**config.mk**
```make
export PLATFORM = sky130hd
export DESIGN_NAME = vga_sprite_gen
export DESIGN_NICKNAME = d
export VERILOG_FILES = /design/src/rtl/vga_sprite_gen.sv
export SDC_FILE = /design/constraint.sdc
export NUM_CORES = 1
export LEC_CHECK = 0
export CORE_UTILIZATION = 30
export DETAILED_ROUTE_END_ITERATION = 12
export GPL_TIMING_DRIVEN = 0
export PLACE_DENSITY = 0.57
export RECOVER_POWER = 50
export SLEW_MARGIN = 10
export SYNTH_ARGS = -nofsm -noshare
export SYNTH_HDL_FRONTEND = slang
export SYNTH_SLANG_ARGS = --single-unit
```
**constraint.sdc**
```tcl
create_clock -name CLK -period 5 [get_ports CLK]
set_input_delay 1 -clock CLK [delete_from_list [all_inputs] [get_ports CLK]]
set_output_delay 1 -clock CLK [all_outputs]
set_load 0.02 [all_outputs]
```
**src/rtl/vga_sprite_gen.sv**
```systemverilog
// VGA raster timing plus one scaled, clipped, colour-keyed sprite drawn over a solid background.
// Sprite texels come from an external synchronous RAM that returns data RD_LAT pixel strobes after the address.
module vga_sprite_gen #(
  parameter int          HACT       = 640,
  parameter int          HFP        = 16,
  parameter int          HSYNC      = 96,
  parameter int          HBP        = 48,
  parameter int          VACT       = 480,
  parameter int          VFP        = 10,
  parameter int          VSYNC      = 2,
  parameter int          VBP        = 29,
  parameter int          HS_POL     = 0,
  parameter int          VS_POL     = 0,
  parameter int          SPR_W      = 150,
  parameter int          SPR_H      = 150,
  parameter int          SCALE_LOG2 = 0,
  parameter int          AW         = 15,
  parameter int          RD_LAT     = 1,
  parameter int          KEY_EN     = 1,
  parameter logic [11:0] KEY_COLOR  = 12'hF0F,
  parameter int          FRAME_MOD  = 60
) (
  input  logic          CLK,
  input  logic          RST,
  input  logic          PIX_EN,
  input  logic [9:0]    SPR_X,
  input  logic [9:0]    SPR_Y,
  input  logic [11:0]   BG_COLOR,
  output logic [AW-1:0] RAM_ADDR,
  input  logic [11:0]   RAM_Q,
  output logic [3:0]    VGA_R,
  output logic [3:0]    VGA_G,
  output logic [3:0]    VGA_B,
  output logic          VGA_HS,
  output logic          VGA_VS,
  output logic [7:0]    FRAME_CNT,
  output logic          FRAME_START
);

  localparam int HMAX = HACT + HFP + HSYNC + HBP;
  localparam int VMAX = VACT + VFP + VSYNC + VBP;
  localparam int HW   = $clog2(HMAX);
  localparam int VW   = $clog2(VMAX);
  localparam int SW   = (SCALE_LOG2 > 0) ? SCALE_LOG2 : 1;

  localparam logic [10:0]   WIN_W   = 11'(SPR_W << SCALE_LOG2);
  localparam logic [10:0]   WIN_H   = 11'(SPR_H << SCALE_LOG2);
  localparam logic [SW-1:0] SUB_MAX = SW'((1 << SCALE_LOG2) - 1);
  localparam logic          HS_ON   = (HS_POL != 0);
  localparam logic          VS_ON   = (VS_POL != 0);
  localparam logic          KEY_ON  = (KEY_EN != 0);

  logic [HW-1:0] hcnt;
  logic [VW-1:0] vcnt;
  logic [9:0]    sx, sy;
  logic [AW-1:0] row_base, col;
  logic [SW-1:0] hsub, vsub;
  logic [3:0]    dly [RD_LAT+1];
  logic [11:0]   pix_color;

  logic h_last, v_last, frame_wrap, active, in_hwin, in_vwin, win, hs_on, vs_on;
  logic [10:0] h_ext, v_ext;

  assign h_last     = (hcnt == HW'(HMAX - 1));
  assign v_last     = (vcnt == VW'(VMAX - 1));
  assign frame_wrap = h_last && v_last;
  assign active     = (hcnt < HW'(HACT)) && (vcnt < VW'(VACT));
  assign h_ext      = 11'(hcnt);
  assign v_ext      = 11'(vcnt);
  // Window bounds use 11 bits so a sprite near coordinate 1023 does not wrap back to 0.
  assign in_hwin    = (h_ext >= {1'b0, sx}) && (h_ext < ({1'b0, sx} + WIN_W));
  assign in_vwin    = (v_ext >= {1'b0, sy}) && (v_ext < ({1'b0, sy} + WIN_H));
  assign win        = active && in_hwin && in_vwin;
  assign hs_on      = (hcnt >= HW'(HACT + HFP)) && (hcnt < HW'(HACT + HFP + HSYNC));
  assign vs_on      = (vcnt >= VW'(VACT + VFP)) && (vcnt < VW'(VACT + VFP + VSYNC));

  always_ff @(posedge CLK or posedge RST) begin
    if (RST) begin
      hcnt      <= '0;
      vcnt      <= '0;
      sx        <= '0;
      sy        <= '0;
      FRAME_CNT <= '0;
    end else if (PIX_EN) begin
      hcnt <= h_last ? '0 : hcnt + 1'b1;
      if (h_last)
        vcnt <= v_last ? '0 : vcnt + 1'b1;
      if (frame_wrap) begin
        sx        <= SPR_X;
        sy        <= SPR_Y;
        FRAME_CNT <= (FRAME_CNT == 8'(FRAME_MOD - 1)) ? '0 : FRAME_CNT + 8'd1;
      end
    end
  end

  always_ff @(posedge CLK or posedge RST) begin
    if (RST)
      FRAME_START <= 1'b0;
    else
      FRAME_START <= PIX_EN && frame_wrap;
  end

  // Texel address is built incrementally: row_base steps by SPR_W per scaled texel row, col per scaled texel.
  always_ff @(posedge CLK or posedge RST) begin
    if (RST) begin
      RAM_ADDR <= '0;
      row_base <= '0;
      col      <= '0;
      hsub     <= '0;
      vsub     <= '0;
    end else if (PIX_EN) begin
      RAM_ADDR <= row_base + col;
      if (h_last) begin
        col  <= '0;
        hsub <= '0;
      end else if (in_hwin) begin
        if (hsub == SUB_MAX) begin
          col  <= col + 1'b1;
          hsub <= '0;
        end else begin
          hsub <= hsub + 1'b1;
        end
      end
      // Rows count even when every pixel on the line is clipped, so later rows stay correctly addressed.
      if (frame_wrap) begin
        row_base <= '0;
        vsub     <= '0;
      end else if (h_last && in_vwin) begin
        if (vsub == SUB_MAX) begin
          row_base <= row_base + AW'(SPR_W);
          vsub     <= '0;
        end else begin
          vsub <= vsub + 1'b1;
        end
      end
    end
  end

  // Sync and window flags travel alongside the RAM read so they line up with RAM_Q.
  always_ff @(posedge CLK or posedge RST) begin
    if (RST) begin
      for (int i = 0; i <= RD_LAT; i++)
        dly[i] <= '0;
    end else if (PIX_EN) begin
      dly[0] <= {hs_on, vs_on, active, win};
      for (int i = 1; i <= RD_LAT; i++)
        dly[i] <= dly[i-1];
    end
  end

  always_comb begin
    pix_color = BG_COLOR;
    if (!dly[RD_LAT][1])
      pix_color = '0;
    else if (dly[RD_LAT][0] && !(KEY_ON && (RAM_Q == KEY_COLOR)))
      pix_color = RAM_Q;
  end

  always_ff @(posedge CLK or posedge RST) begin
    if (RST) begin
      VGA_R  <= '0;
      VGA_G  <= '0;
      VGA_B  <= '0;
      VGA_HS <= ~HS_ON;
      VGA_VS <= ~VS_ON;
    end else if (PIX_EN) begin
      VGA_R  <= pix_color[11:8];
      VGA_G  <= pix_color[7:4];
      VGA_B  <= pix_color[3:0];
      VGA_HS <= dly[RD_LAT][3] ? HS_ON : ~HS_ON;
      VGA_VS <= dly[RD_LAT][2] ? VS_ON : ~VS_ON;
    end
  end

endmodule

```
# Word-level counts from Yosys, hierarchy flattened
# Index checks and enable logic that the tools add are counted.
# classes
muxes,19
n_eq_ne,6
add_sub_neg,10
reduce_logical,20
n_lt_le_gt_ge,10
# ops
cell,count
two-way mux 15 bit,6
two-way mux 12 bit,2
"adder 10 x 8 -> 11 bit, second input constant",2
less-than comparator 10 x 11 -> 1 bit,2
"adder 10 x 1 -> 10 bit, second input constant",2
"== test 10 bit, second input constant",2
>= comparator 10 bit,2
"less-than comparator 10 bit, second input constant",2
"less-than comparator 10 x 9 -> 1 bit, second input constant",2
two-way mux 10 bit,2
"adder 15 x 1 -> 15 bit, second input constant",1
adder 15 bit,1
"adder 15 x 8 -> 15 bit, second input constant",1
"== test 12 bit, second input constant",1
logical AND 1 bit,11
">= comparator 10 bit, second input constant",1
">= comparator 10 x 9 -> 1 bit, second input constant",1
"adder 8 x 1 -> 8 bit, second input constant",1
"== test 8 x 6 -> 1 bit, second input constant",1
two-way mux 1 bit,8
two-way mux 8 bit,1
AND reduction 2 bit,4
AND reduction 3 bit,2
"!= test 2 x 1 -> 1 bit, second input constant",2
other kinds (3),5
# word_totals
register_bits,118
inputBits,47
wordCells,83
out_inout_bits,38

# Depth between registers and ports, before layout
# Gate-level depths: netlist (run 1).
# depth
depth_word,6
depth_mapped,15
mapped_depth_nobuf,14

# Worst setup path before layout (run 1)
# No wires, ideal clock.
# synth_path
path_type,register -> register
from,reg sy[1]
to,reg row_base[11]
n_path_buf,1
slack_ns,1.768
synth_period_minus_slack_ns,3.232
t_required_ns,4.875
path_stages_with_launch,16
setup_ns,0.125
arrival_ns,3.107
path_cell_list,dfrtp_1 inv_1 ha_1 o21a_1 nor3_1 o21ai_0 xnor2_1 ha_1 or3_1 a221oi_1 o21ai_0 a222oi_1 a21oi_1 buf_2 o21ai_0 o21ai_1
# synth_between
elab_chain_cells,6
word_cells_on_any_way,7
cone_classes,add/sub: 1; order compare: 2; reduce/logical: 4
# synth_lines
item,line,source
start: declaration,55,"logic [9:0] sx, sy;"
start signal: assignment,82,sy <= '0;
start signal: assignment,90,sy <= SPR_Y;
adder 10 x 8 -> 11 bit,72,"assign in_vwin = (v_ext >= {1'b0, sy}) && (v_ext < ({1'b0, sy} + WIN_H));"
less-than comparator 10 x 11 -> 1 bit,72,
logical AND 1 bit *,72,
logical AND 1 bit *,128,end else if (h_last && in_vwin) begin
nonzero test 2 bit (no line) *,--,
AND reduction 3 bit (no line) *,--,
end signal: assignment,130,row_base <= row_base + AW'(SPR_W);
end: declaration,56,"logic [AW-1:0] row_base, col;"
# Mark *: on every way between the ends. The rest lies on a longest branch, timed or not.
# A chain may end at the register's enable or synchronous reset.

# Worst setup path in the final report (run 1)
# Ends and elaborated chain as after synthesis.

==> impl_metrics.yaml, run 1 <==
clock_network:
  cts_resized: 0
  cts_setup_buffers: 0
  cts_tree: "built"
  clkLatencyLatePin_ns: 0.42
  cts_buffers: 17
  clkSlewWorstSetupHoldPaths_ns: 0.06
  cts_hold_buf: 0
  root_buffer: "clkbuf_16"
  clock_path_buffers: 2
  cts.sinks: 115
  h-tree-depth: 4
placed_design:
  post-place-ws_ns: 0.794
  portBuffers: 83
  gp_congestion: 0.786
  placed_area_sq_um: 8000
  dp_hpwl_microns: 11800
  dp_cells: 1040
synthesis:
  yosysSeqAreaShare: 0.424
  synth_top_area_frac: 0.416
  synth_edf_count: 0
  yosysTopAreaCell: "dfrtp_1"
  synth.avg_cell_area_sq_um: 10.0
  synth_flop_cell: "dfrtp_1"
  synthesis.area_sq_um: 6790
  synth.distinct_cells: 69
  syn-num-nets: 783
  synth.area.top_cells: "dfrtp_1 (42%), ha_1 (11%), xnor2_1 (4.3%)"
  ys_warn_count: 0
  synth_cells: 676
  async_reset_ff_frac: 1.00
  ys_seq_elements: 115
floorplan:
  coreArea_sq_um: 22000
  io_pins: 85
  start_util: 0.308
  die_area_sq_um: 23200
  num_rows: 54
  fp.dieH_microns: 152
  die_w_microns: 152
worst_setup_path:
  critPathSlowestCell: "a222oi_1"
  criticalPathCategory: "flop to flop"
  start_kind: "flop"
  timing.rr.start: "sy[1]"
  critPathArrivalTime_ns: 4.52
  endpoint_kind: "flop"
  critPathMostFrequentCell: "o21ai_0"
  startpoint: "sy[1]"
  worst-path-max-fanout: 10
  cp_cell_sequence: "inv_1 -> ha_1 -> o21a_1 -> nor3_1 -> o21ai_0 -> xnor2_1 -> ha_1 -> or3_1 -> a221oi_1 -> o21ai_0 -> a222oi_1 -> a21oi_1 -> buf_2 -> o21ai_0 -> o21ai_1"
  slowest_delay_ns: 0.93
  cp.required_ns: 5.30
final_layout:
  postLayoutCoreUtil: 0.389
  multi_input_area_sq_um: 3660
  n_fill_cell: 2189
  synthToLayoutAreaGrowth_pct: 26.1
  drive_gt1_frac: 0.0960
  final_area_sq_um: 8570
  diodes: 0
  seq_area_sq_um: 2880
  final_cells: 1072
  nets: 886
power_and_ir_drop:
  leakage_nw: 4.04
  vdd_ir_drop_max_mv: 0.209
  powerDensity_nw_per_um2: 292
global_route:
  grt_max_degree: 75
  grt_pass1_vias: 5278
  antenna_found_initial: 0
  track_usage: 0.148
  grt_pass1_wl_microns: 27100
  overflow: 0
timing:
  timing.setup.tns_ns: 0
  maxSlewHeadroom: -0.273
  rsz0062_at_grt: "no"
  fin_skew_ns: 0.00879
  tightest_slew_ns: 1.91
  report.final.slew_viol_count: 118
  hold_violations: 0
  setup_violations: 0
  timing.final.ws_setup_ns: 0.775
  min_period_over_period: 0.845
  period_minus_slack_ns: 4.23
  fmax_mhz: 237
drt:
  drt_iter0_drc: 256
  drc: 10
  via_per_inst: 4.99
  vias: 5349
  antenna_left: 0
  firstDrtPassIters: 10
  wl_per_cell_microns: 15.2
  finalWirelength_microns: 16200
outcome:
  status: "finished with violations"
  failed_checks: "DRC, capacitance limit, slew limit"
run:
  maxCapViolCount: 2
worst_hold_path:
  min_path_type: "flop to flop"
  min-delay-start: "dly[2]"
[worst max-delay path, delay by kind of cell (launching register included)]
kind	cells	cell delay (ns)
and+or+nand+nor	2	0.54
adders and majority gates	2	0.41
AOI/OAI and AO/OA	8	2.23
buffers and inverters	2	0.38
xor gates and xnor gates	1	0.15
DFF	1	0.37
[final timing paths]
path / cells past startpoint / endpoint / slack (ns)
setup / recovery: 15 / row_base[11] / 0.77
hold / removal: 1 / VGA_VS / 0.42
min in group asynchronous: 2 / row_base[5] / 1.51
max in group asynchronous: 3 / sx[1] / 0.92
setup reg to reg: 15 / row_base[11] / 0.77
hold reg to reg: 1 / VGA_VS / 0.42
[Yosys cell counts, types with 5 or more instances]
master,n
o21a_1,6
and3_1,15
nor3_1,9
clkbuf_1,13
mux2_2,21
ha_1,60
a21oi_1,25
mux2i_1,13
o2bb2ai_1,14
nor2_1,31
nand4_1,12
inv_1,35
nand3_1,15
nand2_1,62
o21ai_1,15
o21ai_0,50
a31oi_1,6
a22o_1,8
nor2b_1,7
a21o_1,12
xor2_1,12
xnor2_1,33
dfrtp_1,113
buf_2,5
[metal layers]
layer | track usage | up-vias | part of all wire
met3 | 0.0424 | 21 | 0.045
li1 | - | 2680 | -
met1 | 0.194 | 2549 | 0.49
met4 | 0.0524 | 0 | 0.016
met2 | 0.232 | 99 | 0.45
met5 | 0 | - | 0
[where the power goes]
part,internal (W),leakage [nW],total [W],switching (W)
Sequential,0.000968,1.45,0.00101,0.0000426
Clock,0.000803,0.292,0.00124,0.000436
Combinational,0.000123,2.30,0.000248,0.000125
Total,0.00189,4.04,0.00250,0.000604
[stage by stage]
stage	hold slack, ns	total power, W
floorplan	0.387	0.00117
global placement	0.401	0.00128
detailed placement	0.417	0.00128
CTS	0.424	0.00254
global route	0.449	0.00261
finish	0.418	0.00250
[registers in the layout (all words and copies together) (netlist names), 8 cells and up]
name       flops
row_base      14
vcnt          10
sy            10
FRAME_CNT      8
dly            8
col           15
hcnt          10
RAM_ADDR      15
sx            10
[final cells by class]
type	count	area share
buffer	21	0.0126
clock buffer	21	0.0538
clock inverter	11	0.0158
inverter	36	0.0159
multi-input combinational	504	0.427
sequential	115	0.336
tap	280	0.0409
timing repair buffer	84	0.0976
[cells by family (layout without fill, tap and decap cells)]
group           count (synthesis)  count (layout)  synth area share
simple gates                  190             190             0.148
compound gates                175             175             0.169
buf+inv                        57             173            0.0357
xor+xnor                       45              45            0.0580
flops                         115             115             0.424
fa+ha+maj                      60              60             0.111
mux                            34              34            0.0540
[layout by cell type (no fill, tap or decap), drive strengths merged, types with 5 or more instances in the layout]
cell,instances
xor2,12
a22o,8
buf,8
a21o,12
and3,15
o21a,6
mux2,21
or2,5
nand2,63
clkinv,6
nand4,12
nor2,33
a21oi,26
inv,35
mux2i,13
nand3,15
nor3,9
nor2b,7
xnor2,33
o2bb2ai,14
clkdlybuf4s50,82
o21ai,65
ha,60
a31oi,6
dfrtp,113
clkbuf,35
(Power assumes the default switching activity.)
==> inputs of run 2 (changes only) <==
clock period = 4.2 ns   (was 5 ns; I/O delays follow)
==> impl_metrics.yaml, run 2 (synthesis gave the netlist of run 1 again) <==
timing:
  timing.setup.tns_ns: 0
  report.final.slew_viol_count: 43
  rsz0062_at_grt: "no"
  fmax_mhz: 280
  tightest_slew_ns: 1.88
  min_period_over_period: 0.850
  setup_violations: 0
  period_minus_slack_ns: 3.57
  maxSlewHeadroom: -0.259
  hold_violations: 0
  fin_skew_ns: 0.00894
power_and_ir_drop:
  leakage_nw: 4.05
  p_int_w: 0.00225
  pwr-share-comb: 0.099
  vdd_ir_drop_max_mv: 0.249
  switchingPower_w: 0.000719
  seq_power_share: 0.404
  p_sw_frac: 0.242
  powerDensity_nw_per_um2: 346
  clkPwrFrac: 0.496
outcome:
  failed_checks: "DRC, capacitance limit, slew limit"
  status: "finished with violations"
final_layout:
  diodes: 0
  postLayoutCoreUtil: 0.390
  top_regs: "RAM_ADDR x15, col x15, row_base x14"
  synthToLayoutAreaGrowth_pct: 26.5
  mostFrequentLayoutCell: "dfrtp_1"
  final_cells: 1074
  final_cell_mix: "dfrtp_1 (113), clkdlybuf4s50_1 (82), nand2_1 (62), ha_1 (60), o21ai_0 (50)"
  nets: 888
  drive_gt1_frac: 0.0995
global_route:
  grt_max_degree: 75
  overflow: 0
  grt_pass1_wl_microns: 27100
  track_usage: 0.148
  antenna_found_initial: 0
  grt_pass1_vias: 5270
worst_setup_path:
  critPathSlowestCell: "dfrtp_1"
  endpoint_kind: "flop"
  critPathArrivalTime_ns: 3.87
  slowest_delay_ns: 0.37
  start_kind: "flop"
  startpoint: "sy[1]"
  timing.rr.start: "sy[1]"
  critPathMostFrequentCell: "o21ai_0"
  worst-path-max-fanout: 4
  criticalPathCategory: "flop to flop"
  cp.required_ns: 4.50
  cp_cell_sequence: "inv_1 -> ha_1 -> o21a_1 -> nor3_1 -> o21ai_0 -> xnor2_1 -> ha_1 -> or3_1 -> a221oi_1 -> o21ai_0 -> a222oi_1 -> buf_4 -> buf_4 -> and4_1 -> o21ai_0 -> a22o_1"
clock_network:
  clock_path_buffers: 2
  clkSlewWorstSetupHoldPaths_ns: 0.06
  cts.sinks: 115
  clkLatencyLatePin_ns: 0.42
  cts_tree: "built"
  root_buffer: "clkbuf_16"
  cts_hold_buf: 0
  h-tree-depth: 4
  cts_buffers: 17
worst_hold_path:
  min-delay-start: "dly[2]"
  min_path_type: "flop to flop"
floorplan:
  fp.dieH_microns: 152
  coreArea_sq_um: 22000
  io_pins: 85
  die_w_microns: 152
  start_util: 0.308
  num_rows: 54
  die_area_sq_um: 23200
drt:
  wl_per_cell_microns: 15.2
  via_per_inst: 4.96
  antenna_left: 0
  drt_iter0_drc: 283
  drc: 10
  vias: 5327
  finalWirelength_microns: 16300
  firstDrtPassIters: 9
placed_design:
  gp_congestion: 0.786
  portBuffers: 83
  dp_hpwl_microns: 11800
  dp_cells: 1040
run:
  maxCapViolCount: 1
==> run 2: cell types whose count changed in the layout (fill, tap and decap cells not counted) <==
| cell | before | now |
|---|---|---|
| buf_4 | 0 | 2 |
| clkbuf_2 | 1 | 0 |
| clkbuf_4 | 0 | 1 |
| nor2_1 | 32 | 31 |
| nor2_4 | 1 | 2 |
==> run 2: final cells by class <==
type	count	area [sq um]
multi-input cells	504	3670
well taps	280	350
repair buffers	86	853
clock buffers	21	460
inverters	36	136
clock inverters	11	135
flip-flops and latches	115	2880
plain buffers	21	108
fillers	2191	13400
==> run 2: critical path: cells and delay by family (launching register included) <==
kind	cells	cell delay (ns)
buffers and inverters	3	0.43
AND/OR/NAND/NOR	3	0.75
adder cells (fa/ha/maj)	2	0.41
flip-flops	1	0.37
XOR/XNOR	1	0.15
AO/OA/AOI/OAI	7	1.32
==> run 2: power by group through the flow <==
stage,Combinational (W),Sequential (W),Clock (W)
final,0.000295,0.00120,0.00148
after global placement,0.000296,0.00122,0
after CTS,0.000305,0.00120,0.00152
after floorplan,0.000160,0.00123,0
after detailed placement,0.000301,0.00122,0
after global routing,0.000332,0.00121,0.00156
==> run 2: layer usage <==
metal  up-vias  share of wire  wire length, microns  GRT usage
met1      2524           0.49                  7950      0.195
met2        97           0.45                  7330      0.232
met3        21          0.046                   745     0.0424
li1       2685              -                     -          -
met5         -              0                     0          0
met4         0          0.015                   252     0.0515
==> run 2: repair_timing <==
item | in CTS | in global routing
endpoints found under the setup margin | 6 | 0
resized for setup | 0 | 0
buffers inserted | 2 | 0
==> run 2: per-stage QoR <==
stage               power, W  area [sq um]  worst slack [ns]  hold WS (ns)
finish               0.00297          8590             0.629         0.418
CTS                  0.00302          8610             0.637         0.424
global placement     0.00152          7970             -1.72         0.401
detailed placement   0.00152          8000          -0.00631         0.417
global route         0.00310          8590             0.241         0.449
floorplan            0.00139          6790             0.319         0.387
==> run 2: final timing paths <==
path                                     end  slack, ns  depth (start not counted)
max in group asynchronous              sx[1]       0.99                          3
worst max-delay path            row_base[12]       0.63                         16
min in group asynchronous        row_base[5]       1.35                          2
worst min register to register        VGA_VS       0.42                          1
worst min-delay path                  VGA_VS       0.42                          1
worst max register to register  row_base[12]       0.63                         16
==> inputs of run 3 (changes only) <==
CAP_MARGIN = 15   (was default)
==> results of run 3 <==
No change in the layout: final DEF, timing and power equal those of run 2.
